**src/rtl/valid_ready_skid_pipeline.sv**
```systemverilog
`default_nettype none
// ============================================================================
// Module   : valid_ready_skid_pipeline
// Purpose  : Chain of PIPELINE_DEPTH valid/ready register stages. Each stage
//            is either a two-entry skid stage (full throughput, registered
//            ready) or a single-entry half-buffer stage (half throughput).
//            Provides a synchronous flush and a live occupancy count.
// Revision : 1.0 - initial release
// ============================================================================
module valid_ready_skid_pipeline #(
  parameter int DATA_WIDTH     = 32,
  parameter int PIPELINE_DEPTH = 3,
  parameter int SKID_MODE      = 1,
  parameter int CNT_W          = $clog2(2*PIPELINE_DEPTH+1)
) (
  input  logic                  clk,
  input  logic                  reset,
  input  logic                  flush,
  input  logic                  in_valid,
  output logic                  in_ready,
  input  logic [DATA_WIDTH-1:0] in_data,
  output logic                  out_valid,
  input  logic                  out_ready,
  output logic [DATA_WIDTH-1:0] out_data,
  output logic [CNT_W-1:0]      occupancy
);

  // Per-stage downstream-facing valid/data and upstream-facing ready.
  // Every one of these is driven straight from a stage register.
  logic [PIPELINE_DEPTH-1:0] w_stage_valid;
  logic [PIPELINE_DEPTH-1:0] w_up_ready;
  logic [DATA_WIDTH-1:0]     w_stage_data [PIPELINE_DEPTH];

  logic                      w_in_fire;
  logic                      w_out_fire;
  logic [CNT_W-1:0]          r_occ;

  for (genvar k = 0; k < PIPELINE_DEPTH; k++) begin : g_stage
    logic                  w_src_valid;
    logic [DATA_WIDTH-1:0] w_src_data;
    logic                  w_dst_ready;

    // The first stage sees the sender; flush blocks any entry that cycle.
    if (k == 0) begin : g_first
      assign w_src_valid = in_valid && !flush;
      assign w_src_data  = in_data;
    end else begin : g_mid
      assign w_src_valid = w_stage_valid[k-1];
      assign w_src_data  = w_stage_data[k-1];
    end

    if (k == PIPELINE_DEPTH-1) begin : g_last
      assign w_dst_ready = out_ready;
    end else begin : g_inner
      assign w_dst_ready = w_up_ready[k+1];
    end

    if (SKID_MODE != 0) begin : g_skid
      logic                  r_main_v;
      logic                  r_skid_v;
      logic [DATA_WIDTH-1:0] r_main_d;
      logic [DATA_WIDTH-1:0] r_skid_d;
      logic                  w_take;
      logic                  w_give;

      // Upstream may only push while the skid slot is free.
      assign w_take = w_src_valid && !r_skid_v;
      assign w_give = r_main_v && w_dst_ready;

      // Main/skid update: park in skid when main is stuck, refill main from skid.
      always_ff @(posedge clk or posedge reset) begin
        if (reset) begin
          r_main_v <= 1'b0;
          r_skid_v <= 1'b0;
          r_main_d <= '0;
          r_skid_d <= '0;
        end else if (flush) begin
          r_main_v <= 1'b0;
          r_skid_v <= 1'b0;
        end else if (r_skid_v) begin
          if (w_give) begin
            r_main_d <= r_skid_d;
            r_skid_v <= 1'b0;
          end
        end else if (w_take) begin
          if (r_main_v && !w_give) begin
            r_skid_d <= w_src_data;
            r_skid_v <= 1'b1;
          end else begin
            r_main_d <= w_src_data;
            r_main_v <= 1'b1;
          end
        end else if (w_give) begin
          r_main_v <= 1'b0;
        end
      end

      assign w_up_ready[k]    = !r_skid_v;
      assign w_stage_valid[k] = r_main_v;
      assign w_stage_data[k]  = r_main_d;
    end else begin : g_half
      logic                  r_v;
      logic [DATA_WIDTH-1:0] r_d;

      // Single slot: load when empty, release when downstream takes it.
      always_ff @(posedge clk or posedge reset) begin
        if (reset) begin
          r_v <= 1'b0;
          r_d <= '0;
        end else if (flush) begin
          r_v <= 1'b0;
        end else if (!r_v) begin
          if (w_src_valid) begin
            r_d <= w_src_data;
            r_v <= 1'b1;
          end
        end else if (w_dst_ready) begin
          r_v <= 1'b0;
        end
      end

      assign w_up_ready[k]    = !r_v;
      assign w_stage_valid[k] = r_v;
      assign w_stage_data[k]  = r_d;
    end
  end

  // External handshakes; both are suppressed during flush, in_ready also during reset.
  assign in_ready   = w_up_ready[0] && !flush && !reset;
  assign out_valid  = w_stage_valid[PIPELINE_DEPTH-1] && !flush;
  assign out_data   = w_stage_data[PIPELINE_DEPTH-1];
  assign w_in_fire  = in_valid && !flush && w_up_ready[0];
  assign w_out_fire = w_stage_valid[PIPELINE_DEPTH-1] && out_ready;

  // Item counter: +1 per accept, -1 per emit, cleared by flush.
  always_ff @(posedge clk or posedge reset) begin
    if (reset) begin
      r_occ <= '0;
    end else if (flush) begin
      r_occ <= '0;
    end else if (w_in_fire && !w_out_fire) begin
      r_occ <= r_occ + CNT_W'(1);
    end else if (w_out_fire && !w_in_fire) begin
      r_occ <= r_occ - CNT_W'(1);
    end
  end

  assign occupancy = r_occ;

endmodule
`default_nettype wire

```
**config.mk**
```make
export PLATFORM = sky130hd
export DESIGN_NAME = valid_ready_skid_pipeline
export DESIGN_NICKNAME = d
export VERILOG_FILES = /design/src/rtl/valid_ready_skid_pipeline.sv
export SDC_FILE = /design/constraint.sdc
export NUM_CORES = 1
export LEC_CHECK = 0
export BUFFER_PORTS_ARGS = -buffer_cell sky130_fd_sc_hd__buf_2
export CAP_MARGIN = 0
export CORE_UTILIZATION = 50
export DETAILED_ROUTE_END_ITERATION = 16
export HOLD_SLACK_MARGIN = 0.02
export PLACE_DENSITY = 0.68
export SLEW_MARGIN = 20
export SYNTH_ARGS = -nofsm -noshare
export SYNTH_HDL_FRONTEND = slang
export SYNTH_SLANG_ARGS = --single-unit
```
**constraint.sdc**
```tcl
create_clock -name clk -period 12.5 [get_ports clk]
set_clock_uncertainty 0.2 [all_clocks]
set_input_delay 0.625 -clock clk [delete_from_list [all_inputs] [get_ports clk]]
set_output_delay 0.625 -clock clk [all_outputs]
set_load 0.03 [all_outputs]
```
==> reports/qor.csv, run 1 <==
metric,value,unit
hold buffers post-CTS,0,
cts bufs inserted,21,
cell area after synthesis,8670,sq um
Cells after DPL,934,
worst-skew pair later-pin latency,0.49,ns
CTS tree,done,
gr ovfl total,0,
Final Non-Filler Cells,970,
FP Rows,47,
Peak VDD IR,0.000108,V
DR pass1 iterations,4,
main combinational cell family by area after synthesis,multiplexers,
Synth Area in Adders,0.00231,
vias,5067,
Area growth syn-to-layout,12.5,%
Die ar.,17900,sq um
Ports,74,
"Clk pin slew, worst setup/hold paths",0.06,ns
final setup margin,9.46,ns
"commonest non-fill, non-tap cell in the layout",dfrtp_1,
multiplexer area fraction after synthesis,0.236,
Reg2Reg Depth,6,
Fin. Hold Viols,0,
Mean Syn Cell Area,12.8,sq um
Final period util,0.243,
Sink Count,201,
crit path launch type,flip-flop,
Core Region,16800,sq um
Max clock buf depth,3,
FF-to-FF End,occupancy[2],
overall power,0.00173,W
XOR/XNOR share of the synthesized area,0.00202,
post-DP HPWL,9.78,mm
Synth Area in Simple Gates,0.0590,
Max Clock Freq,0.329,GHz
first-pass GRT wire length,25.7,mm
yosys warns,0,
outcome,"finished, final reports clean",
Final min period,3.04,ns
Critical Path RT,12.71,ns
Tot GR Track Use,0.178,
DR WL/cell,15.2,microns
layout cell share with drive strength beyond 1,0.317,
Fin Setup TNS,0,ns
syn nets,716,
R2R Setup Slk,9.46,ns
final slew viol count,0,
ys async rst share,1.00,
maxcap violations,0,
Post-synth EDFFs,0,
placed cell area,9090,sq um
"Non-Filler Cell Area, Final",9750,sq um
vias per cell,5.22,
Placer Congestion,0.711,
"commonest non-fill, non-tap cells in the layout","dfrtp_1, nor2_1, mux2i_1",
Die Wd,134,microns
FILL cells,1410,
Slowest cell on crit path,dfrtp_2,
LEAKAGE,4.22,nW
pwr dens,177,nW/um^2
CP Class,flip-flop to flip-flop,
DRC Markers,0,
ys flop type,dfrtp_1,
Gate Count Post-Synth,678,
initial DRC count,224,
Seq cells post-synth,201,
htree depth,1,
Setup Buffers After CTS,0,
RSZ-0062 raised after global routing,no,
critical path endpoint category,flip-flop,
fin nets,775,
# setup viols final,0,
Slew HR,0.288,
Port Buffer Count,73,
crit-path cells,nand2b_1 > nor3b_1 > fa_1 > or3b_1 > a21o_1 > a21oi_1,
register area share after synthesis,0.580,
Place WS,9.41,ns
initial antenna violation count,0,
largest net degree at the start of global routing,114,
Resized Gates After CTS,0,
post-synthesis cell type count,33,
worst r2r src,g_stage[0].g_skid.r_skid_v,
Die H,134,microns
Routed Antenna Nets,0,
Worst Max-Slew Pin Slew,1.07,ns
CP arrival,3.25,ns
vias in the first global route,5049,
root buf cell,clkbuf_16,
Synth Area in Compound Gates,0.0852,
CP max stage delay,0.99,ns
Worst Setup SP,g_stage[0].g_skid.r_skid_v,
Routed WL,14.7,mm
Starting Density,0.517,
crit path max fanout,37,
Antenna Cells,0,
worst min path class,input pin to async pin,
## metrics by stage
stage	hold slack (ns)	utilization
2_1_floorplan	0.258	-
3_3_place_gp	0.268	0.543
3_5_place_dp	0.276	0.543
4_1_cts	0.118	0.582
5_1_grt	0.156	0.582
6_report	0.0910	0.582
## cell families after synthesis
kind of cell	Yosys count
compound gates	112
xor+xnor	2
fa+ha+maj	1
buf+inv	49
flops	201
mux	192
simple gates	121
## layout make-up
class | instances | area (sq um) | area share
clock inverters | 3 | 43.8 | 0.00449
inverters | 5 | 26.3 | 0.00269
multi-input cells | 428 | 3340 | 0.343
clock buffers | 33 | 611 | 0.0626
repair buffers | 80 | 422 | 0.0432
flip-flops and latches | 201 | 5030 | 0.516
well taps | 220 | 275 | 0.0282
## power breakdown
part           total (W)  switching [W]  internal [W]
sequential      0.000829      0.0000725      0.000757
combinational   0.000308       0.000194      0.000115
clock           0.000588       0.000234      0.000355
total            0.00173       0.000500       0.00123
## flip-flops by register name (all words and copies together), names as in the netlist
name                     count
g_stage.g_skid.r_main_d     64
out_data                    32
occupancy                    3
g_stage.g_skid.r_skid_d     96
g_stage.g_skid.r_main_v      3
g_stage.g_skid.r_skid_v      3
## layer usage
layer | track usage | up-vias | routed length [microns]
met5 | 0 | - | 0
met4 | 0.0568 | 0 | 266
met3 | 0.0263 | 22 | 555
met2 | 0.253 | 93 | 6310
met1 | 0.278 | 2465 | 7610
li1 | - | 2487 | -
## worst max-delay path by stage
| stage | slack [ns] | cells after the start | to |
|---|---|---|---|
| after CTS | 9.40 | 6 | occupancy[2] |
| final | 9.46 | 6 | occupancy[2] |
| after detailed placement | 9.41 | 6 | occupancy[2] |
| after floorplan | 6.19 | 1 | g_stage[0].g_skid.r_main_d[0] |
| after global routing | 9.29 | 6 | occupancy[2] |
| after global placement | 9.60 | 6 | occupancy[2] |
## synthesized netlist by cell type (2+ instances only)
cell      number  area [sq um]
mux2i_1       96           961
nand2_1        6          22.5
buf_1          4          15.0
buf_4         15           113
a21oi_1       75           375
buf_6          7          78.8
mux2_2        92          1040
mux2_1         4          45.0
inv_1          5          18.8
buf_2         12          60.1
clkbuf_1       6          22.5
dfrtp_1      201          5030
a21oi_2       28           245
o21ai_0        3          15.0
nor3_1         2          10.0
nor2b_1        2          12.5
nor2_1       100           375
nand2b_1       4          25.0
a221oi_4       2          52.6
## worst max-delay path, delay by kind of cell, from the launching register on
family	cells	cell delay [ns]
DFF	1	0.99
adders and majority gates	1	0.43
and+or+nand+nor	3	0.99
AOI/OAI and AO/OA	2	0.34
Power figures use the tool's default switching activity.
==> run 2: changes to the inputs <==
Clock period 12.5 ns to 3.1 ns, I/O delays scaled along.
==> reports/qor.csv, run 2 (synthesis gave the netlist of run 1 again) <==
metric,value,unit,change
Slowest cell on crit path,dfrtp_1,,was dfrtp_2
# setup viols final,0,,unchanged
Worst Max-Slew Pin Slew,0.809,ns,was 1.07 ns
"commonest non-fill, non-tap cell in the layout",dfrtp_1,,unchanged
Sink Count,201,,unchanged
"Clk pin slew, worst setup/hold paths",0.06,ns,about the same
Ports,74,,unchanged
fin nets,818,,was 775
vias in the first global route,5258,,"was 5,049"
pwr dens,685,nW/um^2,was 177 nW/um^2
Setup Buffers After CTS,0,,unchanged
final slew viol count,0,,unchanged
DRC Markers,0,,unchanged
htree depth,1,,unchanged
max reg flops,96,,unchanged
crit path launch type,flip-flop,,unchanged
first-pass GRT wire length,26.4,mm,was 25.7 mm
initial antenna violation count,0,,unchanged
Core Region,16800,sq um,unchanged
Max Clock Freq,0.456,GHz,was 0.329 GHz
layout cell share with drive strength beyond 1,0.310,,was 0.317
CP arrival,2.40,ns,was 3.25 ns
Placer Congestion,0.719,,was 0.711
worst min path class,input pin to async pin,,unchanged
DR pass1 iterations,4,,unchanged
maxcap violations,0,,unchanged
Biggest register,g_stage.g_skid.r_skid_d,,unchanged
Final Non-Filler Cells,1013,,was 970
FILL cells,1337,,"was 1,410"
Resized Gates After CTS,0,,unchanged
vias per cell,5.11,,was 5.22
Antenna Cells,0,,unchanged
Starting Density,0.517,,unchanged
Area growth syn-to-layout,17.7,%,was 12.5%
crit-path cells,nand2_1 > nor3b_1 > fa_1 > or3b_1 > a21o_1 > a21oi_1,,was nand2b_1 > nor3b_1 > fa_1 > or3b_1 > a21o_1 > a21oi_1
Fin. Hold Viols,0,,unchanged
LEAKAGE,4.42,nW,was 4.22 nW
outcome,"finished, final reports clean",,unchanged
worst-skew pair later-pin latency,0.48,ns,was 0.49 ns
CP Class,flip-flop to flip-flop,,unchanged
Critical Path RT,3.30,ns,was 12.71 ns
gr ovfl total,0,,unchanged
Die ar.,17900,sq um,unchanged
root buf cell,clkbuf_16,,unchanged
Die H,134,microns,unchanged
vias,5178,,"was 5,067"
DR WL/cell,14.9,microns,was 15.2 microns
RSZ-0062 raised after global routing,no,,unchanged
initial DRC count,284,,was 224
placed cell area,9180,sq um,was 9090 sq um
crit path max fanout,8,,was 37
CP max stage delay,0.50,ns,was 0.99 ns
Tot GR Track Use,0.182,,was 0.178
FP Rows,47,,unchanged
Cells after DPL,939,,was 934
post-DP HPWL,10.1,mm,was 9.78 mm
cts bufs inserted,21,,unchanged
critical path endpoint category,flip-flop,,unchanged
"commonest non-fill, non-tap cells in the layout","dfrtp_1, nor2_1, mux2i_1",,unchanged
Max clock buf depth,3,,unchanged
Die Wd,134,microns,unchanged
Fin Setup TNS,0,ns,unchanged
CTS tree,done,,unchanged
Peak VDD IR,0.000426,V,was 0.000108 V
Port Buffer Count,73,,unchanged
overall power,0.00699,W,was 0.00173 W
Final period util,0.707,,was 0.243
largest net degree at the start of global routing,66,,was 114
Routed Antenna Nets,0,,unchanged
Final min period,2.19,ns,was 3.04 ns
"Non-Filler Cell Area, Final",10200,sq um,was 9750 sq um
Slew HR,0.459,,was 0.288
Routed WL,15.1,mm,was 14.7 mm
-- run 2: changes by cell type in the layout (fill, tap and decap cells not counted) --
cell	change
clkbuf_1	-3
dlygate4sd3_1	+38
buf_12	+4
inv_6	-1
clkinvlp_4	+1
buf_4	+2
inv_8	-1
clkbuf_8	-1
buf_6	-1
clkinv_2	+5
-- run 2: worst paths after layout --
path / from / endpoint / slack (ns) / cells past startpoint
setup / recovery: g_stage[2].g_skid.r_main_v / occupancy[2] / 0.91 / 6
hold / removal: reset / g_stage[0].g_skid.r_skid_d[23] / 0.18 / 3
setup reg to reg: g_stage[2].g_skid.r_main_v / occupancy[2] / 0.91 / 6
hold reg to reg: g_stage[0].g_skid.r_skid_d[26] / g_stage[0].g_skid.r_skid_d[26] / 0.29 / 1
max in group asynchronous: reset / g_stage[2].g_skid.r_skid_d[0] / 1.74 / 4
min in group clk: in_data[22] / g_stage[0].g_skid.r_skid_d[22] / 0.24 / 3
-- run 2: layout make-up --
class                   instances  area, sq um  area share
clock inverters                 7         60.1     0.00589
inverters                       5         22.5     0.00221
well taps                     220          275      0.0270
clock buffers                  29          586      0.0574
flip-flops and latches        201         5030       0.493
multi-input cells             428         3340       0.327
repair buffers                123          886      0.0868
-- run 2: worst max-delay path, delay by kind of cell, from the launching register on --
kind / cells / cell delay [ns]
AO/OA/AOI/OAI: 2 / 0.31
adder cells (fa/ha/maj): 1 / 0.40
flip-flops: 1 / 0.50
AND/OR/NAND/NOR: 3 / 0.71
-- run 2: metal layers --
| layer | GRT usage | wire length [microns] | vias up |
|---|---|---|---|
| li1 | - | - | 2563 |
| met1 | 0.285 | 7760 | 2487 |
| met2 | 0.259 | 6340 | 98 |
| met3 | 0.0308 | 651 | 30 |
| met4 | 0.0518 | 343 | 0 |
| met5 | 0 | 0 | - |
-- run 2: where the power goes --
part / switching, W / total, W / internal [W]
Clock: 0.000962 / 0.00236 / 0.00140
Sequential: 0.000274 / 0.00333 / 0.00305
Combinational: 0.000801 / 0.00130 / 0.000501
Total: 0.00204 / 0.00699 / 0.00495
-- run 2: timing repair --
| item | 4_1_cts | 5_1_grt |
|---|---|---|
| endpoints found under the hold margin | 103 | 0 |
| hold buffers | 38 | 0 |
| endpoints found under the setup margin | 0 | 0 |
-- run 2: stage by stage --
stage	util	setup slack (ns)	hold slack [ns]
finish	0.609	0.907	0.177
global route	0.609	0.767	0.245
CTS	0.609	0.896	0.196
detailed placement	0.548	0.920	0.159
global placement	0.548	0.961	0.144
floorplan	-	0.143	0.0461
